[src/rtl/keypad_conditioner_pkg.sv]
// keypad_pkg: shared types and default constants for the keypad conditioner.
//   kp_state_t  - event FSM state (IDLE waits for a press, HOLD waits for full release)
//   KP_N        - default number of push-button inputs
//   KP_DEBOUNCE - default debounce length in clk cycles (10 ms at 12 MHz)
package keypad_pkg;

    typedef enum logic [0:0] {
        IDLE = 1'b0,
        HOLD = 1'b1
    } kp_state_t;

    localparam int KP_N        = 10;
    localparam int KP_DEBOUNCE = 120000;

endpackage

[src/rtl/keypad_conditioner_if.sv]
// keypad_conditioner_if: button bus between the raw push-buttons and the
// conditioned level/event outputs consumed by the calculator.
//   pb_raw    - raw asynchronous button levels, active-high
//   pb_db     - debounced button levels
//   key_valid - one-cycle strobe for a newly accepted key press
//   key_code  - index of the accepted key, held until the next strobe
//   key_held  - high from the strobe until every debounced button is released
// Modports: master drives the raw buttons and observes the results,
//           slave is the conditioner itself.
interface keypad_conditioner_if
    import keypad_pkg::*;
#(
    parameter int N      = KP_N,
    parameter int CODE_W = $clog2(N)
);

    logic [N-1:0]      pb_raw;
    logic [N-1:0]      pb_db;
    logic              key_valid;
    logic [CODE_W-1:0] key_code;
    logic              key_held;

    modport master (
        output pb_raw,
        input  pb_db,
        input  key_valid,
        input  key_code,
        input  key_held
    );

    modport slave (
        input  pb_raw,
        output pb_db,
        output key_valid,
        output key_code,
        output key_held
    );

endinterface

[src/rtl/keypad_conditioner_debounce.sv]
// pb_debounce: single-bit conditioner, a 2-flop synchronizer followed by a
// stability counter. The debounced level only follows the synchronized input
// after it has differed from the current level for DEBOUNCE_CYCLES consecutive
// cycles; any return to the current level restarts the count.
//   clk  - system clock
//   nrst - asynchronous active-low reset
//   raw  - raw asynchronous button level
//   db   - debounced level (registered)
module pb_debounce
    import keypad_pkg::*;
#(
    parameter int DEBOUNCE_CYCLES = KP_DEBOUNCE
) (
    input  logic clk,
    input  logic nrst,
    input  logic raw,
    output logic db
);

    localparam int             CNT_W   = (DEBOUNCE_CYCLES > 2) ? $clog2(DEBOUNCE_CYCLES) : 1;
    localparam logic [CNT_W-1:0] CNT_MAX = CNT_W'(DEBOUNCE_CYCLES - 1);
    localparam logic [CNT_W-1:0] CNT_ONE = CNT_W'(1);

    logic             sync1_r;
    logic             sync2_r;
    logic [CNT_W-1:0] cnt_r;
    logic             db_r;

    // Two-flop synchronizer bringing the raw level into the clk domain.
    always_ff @(posedge clk or negedge nrst) begin
        if (!nrst) begin
            sync1_r <= 1'b0;
            sync2_r <= 1'b0;
        end else begin
            sync1_r <= raw;
            sync2_r <= sync2_r ^ (sync1_r ^ sync2_r);
        end
    end

    // Stability counter and accepted level; the counter is cleared on reaching
    // its terminal value, so it can never wrap.
    always_ff @(posedge clk or negedge nrst) begin
        if (!nrst) begin
            cnt_r <= {CNT_W{1'b0}};
            db_r  <= 1'b0;
        end else if (sync2_r == db_r) begin
            cnt_r <= {CNT_W{1'b0}};
        end else if (cnt_r == CNT_MAX) begin
            db_r  <= sync2_r;
            cnt_r <= {CNT_W{1'b0}};
        end else begin
            cnt_r <= cnt_r + CNT_ONE;
        end
    end

    assign db = db_r;

endmodule

[src/rtl/keypad_conditioner.sv]
// keypad_conditioner: debounces every raw push-button and turns the debounced
// bus into single key events for the calculator.
//   clk  - system clock (hwclk domain)
//   nrst - asynchronous active-low reset
//   bus  - keypad_conditioner_if.slave: pb_raw in; pb_db, key_valid, key_code,
//          key_held out (all outputs registered)
// A press is reported once, as the lowest debounced index, and no further key
// is reported until every button has been released.
module keypad_conditioner
    import keypad_pkg::*;
#(
    parameter int N               = KP_N,
    parameter int DEBOUNCE_CYCLES = KP_DEBOUNCE,
    parameter int CODE_W          = $clog2(N)
) (
    input  logic                 clk,
    input  logic                 nrst,
    keypad_conditioner_if.slave  bus
);

    logic [N-1:0]      db_s;
    logic              any_s;
    logic [CODE_W-1:0] idx_s;

    kp_state_t         state_r;
    kp_state_t         state_s;
    logic              key_valid_r;
    logic              key_valid_s;
    logic [CODE_W-1:0] key_code_r;
    logic [CODE_W-1:0] key_code_s;
    logic              key_held_r;
    logic              key_held_s;

    // Lowest set index of v; simultaneous presses resolve to the smallest key.
    function automatic logic [CODE_W-1:0] lowest_set(input logic [N-1:0] v);
        logic [CODE_W-1:0] idx;
        idx = {CODE_W{1'b0}};
        for (int i = N - 1; i >= 0; i--) begin
            if (v[i]) begin
                idx = CODE_W'(i);
            end
        end
        return idx;
    endfunction

    for (genvar g = 0; g < N; g++) begin : gen_bit
        pb_debounce #(
            .DEBOUNCE_CYCLES (DEBOUNCE_CYCLES)
        ) u_debounce (
            .clk  (clk),
            .nrst (nrst),
            .raw  (bus.pb_raw[g]),
            .db   (db_s[g])
        );
    end

    assign any_s = |db_s;
    assign idx_s = lowest_set(db_s);

    // Event FSM next-state and next-output logic.
    always_comb begin
        state_s     = state_r;
        key_valid_s = 1'b0;
        key_code_s  = key_code_r;
        key_held_s  = key_held_r;
        case (state_r)
            IDLE: begin
                if (any_s) begin
                    key_code_s  = idx_s;
                    key_valid_s = 1'b1;
                    key_held_s  = 1'b1;
                    state_s     = HOLD;
                end else begin
                    key_held_s  = 1'b0;
                end
            end
            HOLD: begin
                // Leave only once every debounced button is released.
                if (!any_s) begin
                    key_held_s = 1'b0;
                    state_s    = IDLE;
                end else begin
                    key_held_s = 1'b1;
                end
            end
            default: begin
                key_held_s = 1'b0;
                state_s    = IDLE;
            end
        endcase
    end

    // Event FSM state and registered outputs.
    always_ff @(posedge clk or negedge nrst) begin
        if (!nrst) begin
            state_r     <= IDLE;
            key_valid_r <= 1'b0;
            key_code_r  <= {CODE_W{1'b0}};
            key_held_r  <= 1'b0;
        end else begin
            state_r     <= state_s;
            key_valid_r <= key_valid_s;
            key_code_r  <= key_code_s;
            key_held_r  <= key_held_s;
        end
    end

    assign bus.pb_db     = db_s;
    assign bus.key_valid = key_valid_r;
    assign bus.key_code  = key_code_r;
    assign bus.key_held  = key_held_r;

endmodule
[src/flat_wrapper.sv]
// flat-port wrapper written by rule: the top's interface ports become plain ports
module keypad_conditioner_flat import keypad_pkg::*;
#(
    parameter int N               = KP_N,
    parameter int DEBOUNCE_CYCLES = KP_DEBOUNCE,
    parameter int CODE_W          = $clog2(N)
)
  (clk, nrst, bus_pb_raw, bus_pb_db, bus_key_valid, bus_key_code, bus_key_held);
  keypad_conditioner_if #(.N(N), .CODE_W(CODE_W)) bus_i ();
  input  logic clk;
  input  logic nrst;
  input wire logic [$bits(bus_i.pb_raw)-1:0] bus_pb_raw;
  output wire logic [$bits(bus_i.pb_db)-1:0] bus_pb_db;
  output wire logic [$bits(bus_i.key_valid)-1:0] bus_key_valid;
  output wire logic [$bits(bus_i.key_code)-1:0] bus_key_code;
  output wire logic [$bits(bus_i.key_held)-1:0] bus_key_held;
  assign bus_i.pb_raw = bus_pb_raw;
  assign bus_pb_db = bus_i.pb_db;
  assign bus_key_valid = bus_i.key_valid;
  assign bus_key_code = bus_i.key_code;
  assign bus_key_held = bus_i.key_held;
  keypad_conditioner #(.N(N), .DEBOUNCE_CYCLES(DEBOUNCE_CYCLES), .CODE_W(CODE_W)) u_core (.clk(clk), .nrst(nrst), .bus(bus_i));
endmodule
[config.mk]
export PLATFORM = sky130hd
export DESIGN_NAME = keypad_conditioner_flat
export DESIGN_NICKNAME = d
export VERILOG_FILES = /design/src/rtl/keypad_conditioner_pkg.sv /design/src/rtl/keypad_conditioner_if.sv /design/src/rtl/keypad_conditioner_debounce.sv /design/src/rtl/keypad_conditioner.sv /design/src/flat_wrapper.sv
export SDC_FILE = /design/constraint.sdc
export NUM_CORES = 1
export LEC_CHECK = 0
export CAP_MARGIN = 40
export CORE_ASPECT_RATIO = 1.5
export CORE_MARGIN = 2
export CORE_UTILIZATION = 55
export CTS_BUF_LIST = sky130_fd_sc_hd__clkbuf_16
export CTS_CLUSTER_DIAMETER = 80
export DETAILED_ROUTE_END_ITERATION = 7
export PLACE_DENSITY = 0.7
export SYNTH_ARGS = -nofsm -noshare
export SYNTH_HDL_FRONTEND = slang
export SYNTH_HIERARCHICAL = 1
export SYNTH_SLANG_ARGS = --single-unit
[constraint.sdc]
create_clock -name clk -period 3.3 [get_ports clk]
set_clock_uncertainty 0.1 [all_clocks]
set_input_delay 0.825 -clock clk [delete_from_list [all_inputs] [get_ports clk]]
set_output_delay 0.825 -clock clk [all_outputs]
set_load 0.02 [all_outputs]
==> results.toml <==
[synthesis]
synth_area_leader_cell = "dfrtp_1"
synth_edf_count = 0
yosysSeqAreaShare = 0.512
ys_warn_count = 6
yosys_register_bits = 206
ys_async_sr_fraction = 1.00
synth_top_area_share = 0.512
synthTopCellsByCount = "206 x dfrtp_1, 204 x nor2_1, 110 x xnor2_1"
syn-cell-area_mm2 = 0.0101
ys.flop_type = "dfrtp_1"
synth_area_leaders = "dfrtp_1 51%, xnor2_1 9.6%, nor2_1 7.6%"
synth_nets = 983
synth_most_common_cell = "dfrtp_1"
synth_area_per_cell_um2 = 10.5
ys_types = 37
synthCells = 961

[place]
dp.final_hpwl_mm = 12.4
place_congestion = 0.847
io_buffer_count = 27

[timing]
period_needed_ns = 2.59
fin_crit_sh = 0.785
slew_violations = 0
tightest_slew_ns = 0.688
worst_hold_slack_ns = 0.248
hold_viol = 0
rsz0062_at_grt = "false"
fmax_ghz = 0.386
final.setup.tns_ns = 0
final-setup-viol-count = 0
max_slew_margin = 0.542

[critical_path]
crit_slowest_cell = "clkdlybuf4s50_1"
cp.depth = 1
path_delay_family = "buffers and inverters"
path_buf_inv = 1
required_ns = 2.37
worstSetupStartpointType = "flop"
critPathMaxFanout = 7
critical_path_class = "flop to output pin"
worst_setup_path_end_kind = "output pin"
cp.arrival_ns = 1.67
slowest_delay_ns = 0.67
rr_worst_depth = 5
crit_chain = "clkdlybuf4s50_1"

[routing]
num_vias = 6862
route.detailed.drc = 0
drtAntennaViolNets = 0
wire_per_inst_um = 14.7
first_iter_violations = 432
drt-total-wl_mm = 17.8
dr.pass1.iters = 4
via_per_inst = 5.66

[finish]
nNetsFinal = 1007
drive_gt1_frac = 0.101
area_growth_pct = 9.91
insertedDiodeCount = 0
fill_cells = 1473

[grt]
grt_pass1_wl_mm = 31.5
met1_usage = 0.243
grt_max_degree = 79
grt_usage = 0.193
busiest_layer = "met2"
met2_usage = 0.347
grt_overflow = 0
antenna_found_initial = 0
grt_pass1_vias = 6842
use_met3 = 0.0254

[clock_network]
cts.clk_slew.worst_paths_ns = 0.06
cts_max_level = 1
clk_latency_ns = 0.49
post_cts_buffers = 0
cts_tree = "built"
numClockSinks = 206
cts_buffers = 20
cts_buffer_depth = 3
ctsHoldBuffers = 0
cts_root_buffer = "clkbuf_16"
cts-resized-gates = 0

[power_and_ir_drop]
p_per_area_mw_per_mm2 = 440
p_leak_nw = 4.30
irDropWorstVdd_uv = 374

[floorplanning]
die_area_mm2 = 0.0194
die_x_um = 115
die_h_um = 170
core_region_area_mm2 = 0.0179
initial_core_util = 0.562
num_rows = 60
num_io_pins = 28

[run]
cap_violations = 0

[run_status]
status = "finished, final reports clean"

[min_path]
hp-class = "input port to async pin"
flip-flops by register name (all words and copies together), names as in the netlist:
name and cells:
u_core/bus.key_code 4, u_core/bus.key_valid 1, u_core/gen_bit.u_debounce/db 10, u_core/gen_bit.u_debounce/sync2_r 10, u_core/gen_bit.u_debounce/sync1_r 10, u_core/bus.key_held 1
u_core/gen_bit.u_debounce/cnt_r 170
through the flow:
| step | power [mW] | cells | util | cell area, µm² | worst slack [ns] |
|---|---|---|---|---|---|
| finish | 4.87 | 1213 | 0.617 | 11100 | 0.708 |
| global route | 5.07 | 1213 | 0.617 | 11100 | 0.646 |
| CTS | 4.95 | 1213 | 0.617 | 11100 | 0.685 |
| detailed placement | 2.83 | 1180 | 0.584 | 10500 | 1.20 |
| global placement | 2.83 | 1180 | 0.584 | 10500 | 1.23 |
| floorplan | 2.75 | 961 | - | 10100 | 1.61 |
cell type report:
cell class / instances / area [µm²] / share of cell area
multi-input combinational: 692 / 4600 / 0.415
clock inverter: 12 / 65.1 / 0.00588
clock buffer: 21 / 526 / 0.0475
tap: 217 / 272 / 0.0245
timing repair buffer: 32 / 337 / 0.0304
sequential: 206 / 5150 / 0.466
inverter: 33 / 124 / 0.0112
layer usage:
metal | vias to the layer above | part of all wire
met5 | - | 0
met4 | 0 | 0.018
met3 | 26 | 0.034
met2 | 92 | 0.53
met1 | 3388 | 0.42
li1 | 3356 | -
where the power goes:
| group | leakage (nW) | total, mW | internal [mW] | switching, mW |
|---|---|---|---|---|
| clock network | 0.293 | 2.09 | 1.15 | 0.936 |
| registers | 2.81 | 2.61 | 2.57 | 0.0396 |
| logic | 1.20 | 0.173 | 0.0588 | 0.114 |
path summary, 6_finish.rpt:
path	startpoint	end	slack, ns
worst max-delay path	u_core/gen_bit[5].u_debounce/db	bus_pb_db[5]	0.71
worst min-delay path	nrst	u_core/gen_bit[2].u_debounce/cnt_r[7]	0.25
worst max register to register	u_core/gen_bit[0].u_debounce/cnt_r[0]	u_core/gen_bit[0].u_debounce/cnt_r[15]	1.22
worst min register to register	u_core/gen_bit[1].u_debounce/sync1_r	u_core/gen_bit[1].u_debounce/sync2_r	0.25
max in group asynchronous	nrst	u_core/gen_bit[5].u_debounce/cnt_r[0]	2.08
min in group clk	u_core/gen_bit[1].u_debounce/sync1_r	u_core/gen_bit[1].u_debounce/sync2_r	0.25
cell families after synthesis:
family,count (synthesis),synth area share
mux,12,0.0137
fa+ha+maj,10,0.0124
xor+xnor,150,0.130
compound gates,39,0.0445
simple gates,481,0.255
buf+inv,63,0.0322
flops,206,0.512
placed cells by master, fill, tap and decap left out, types with 12 or more instances in the layout:
cell type / n
dfrtp_1: 206
nor2_1: 204
xnor2_1: 110
nand4_1: 60
nand2_1: 42
nand3_1: 40
xor2_1: 40
nor3_1: 40
inv_1: 33
nor4_1: 30
clkdlybuf4s50_1: 26
clkbuf_16: 21
nor4_2: 12
(Power assumes the default switching activity.)
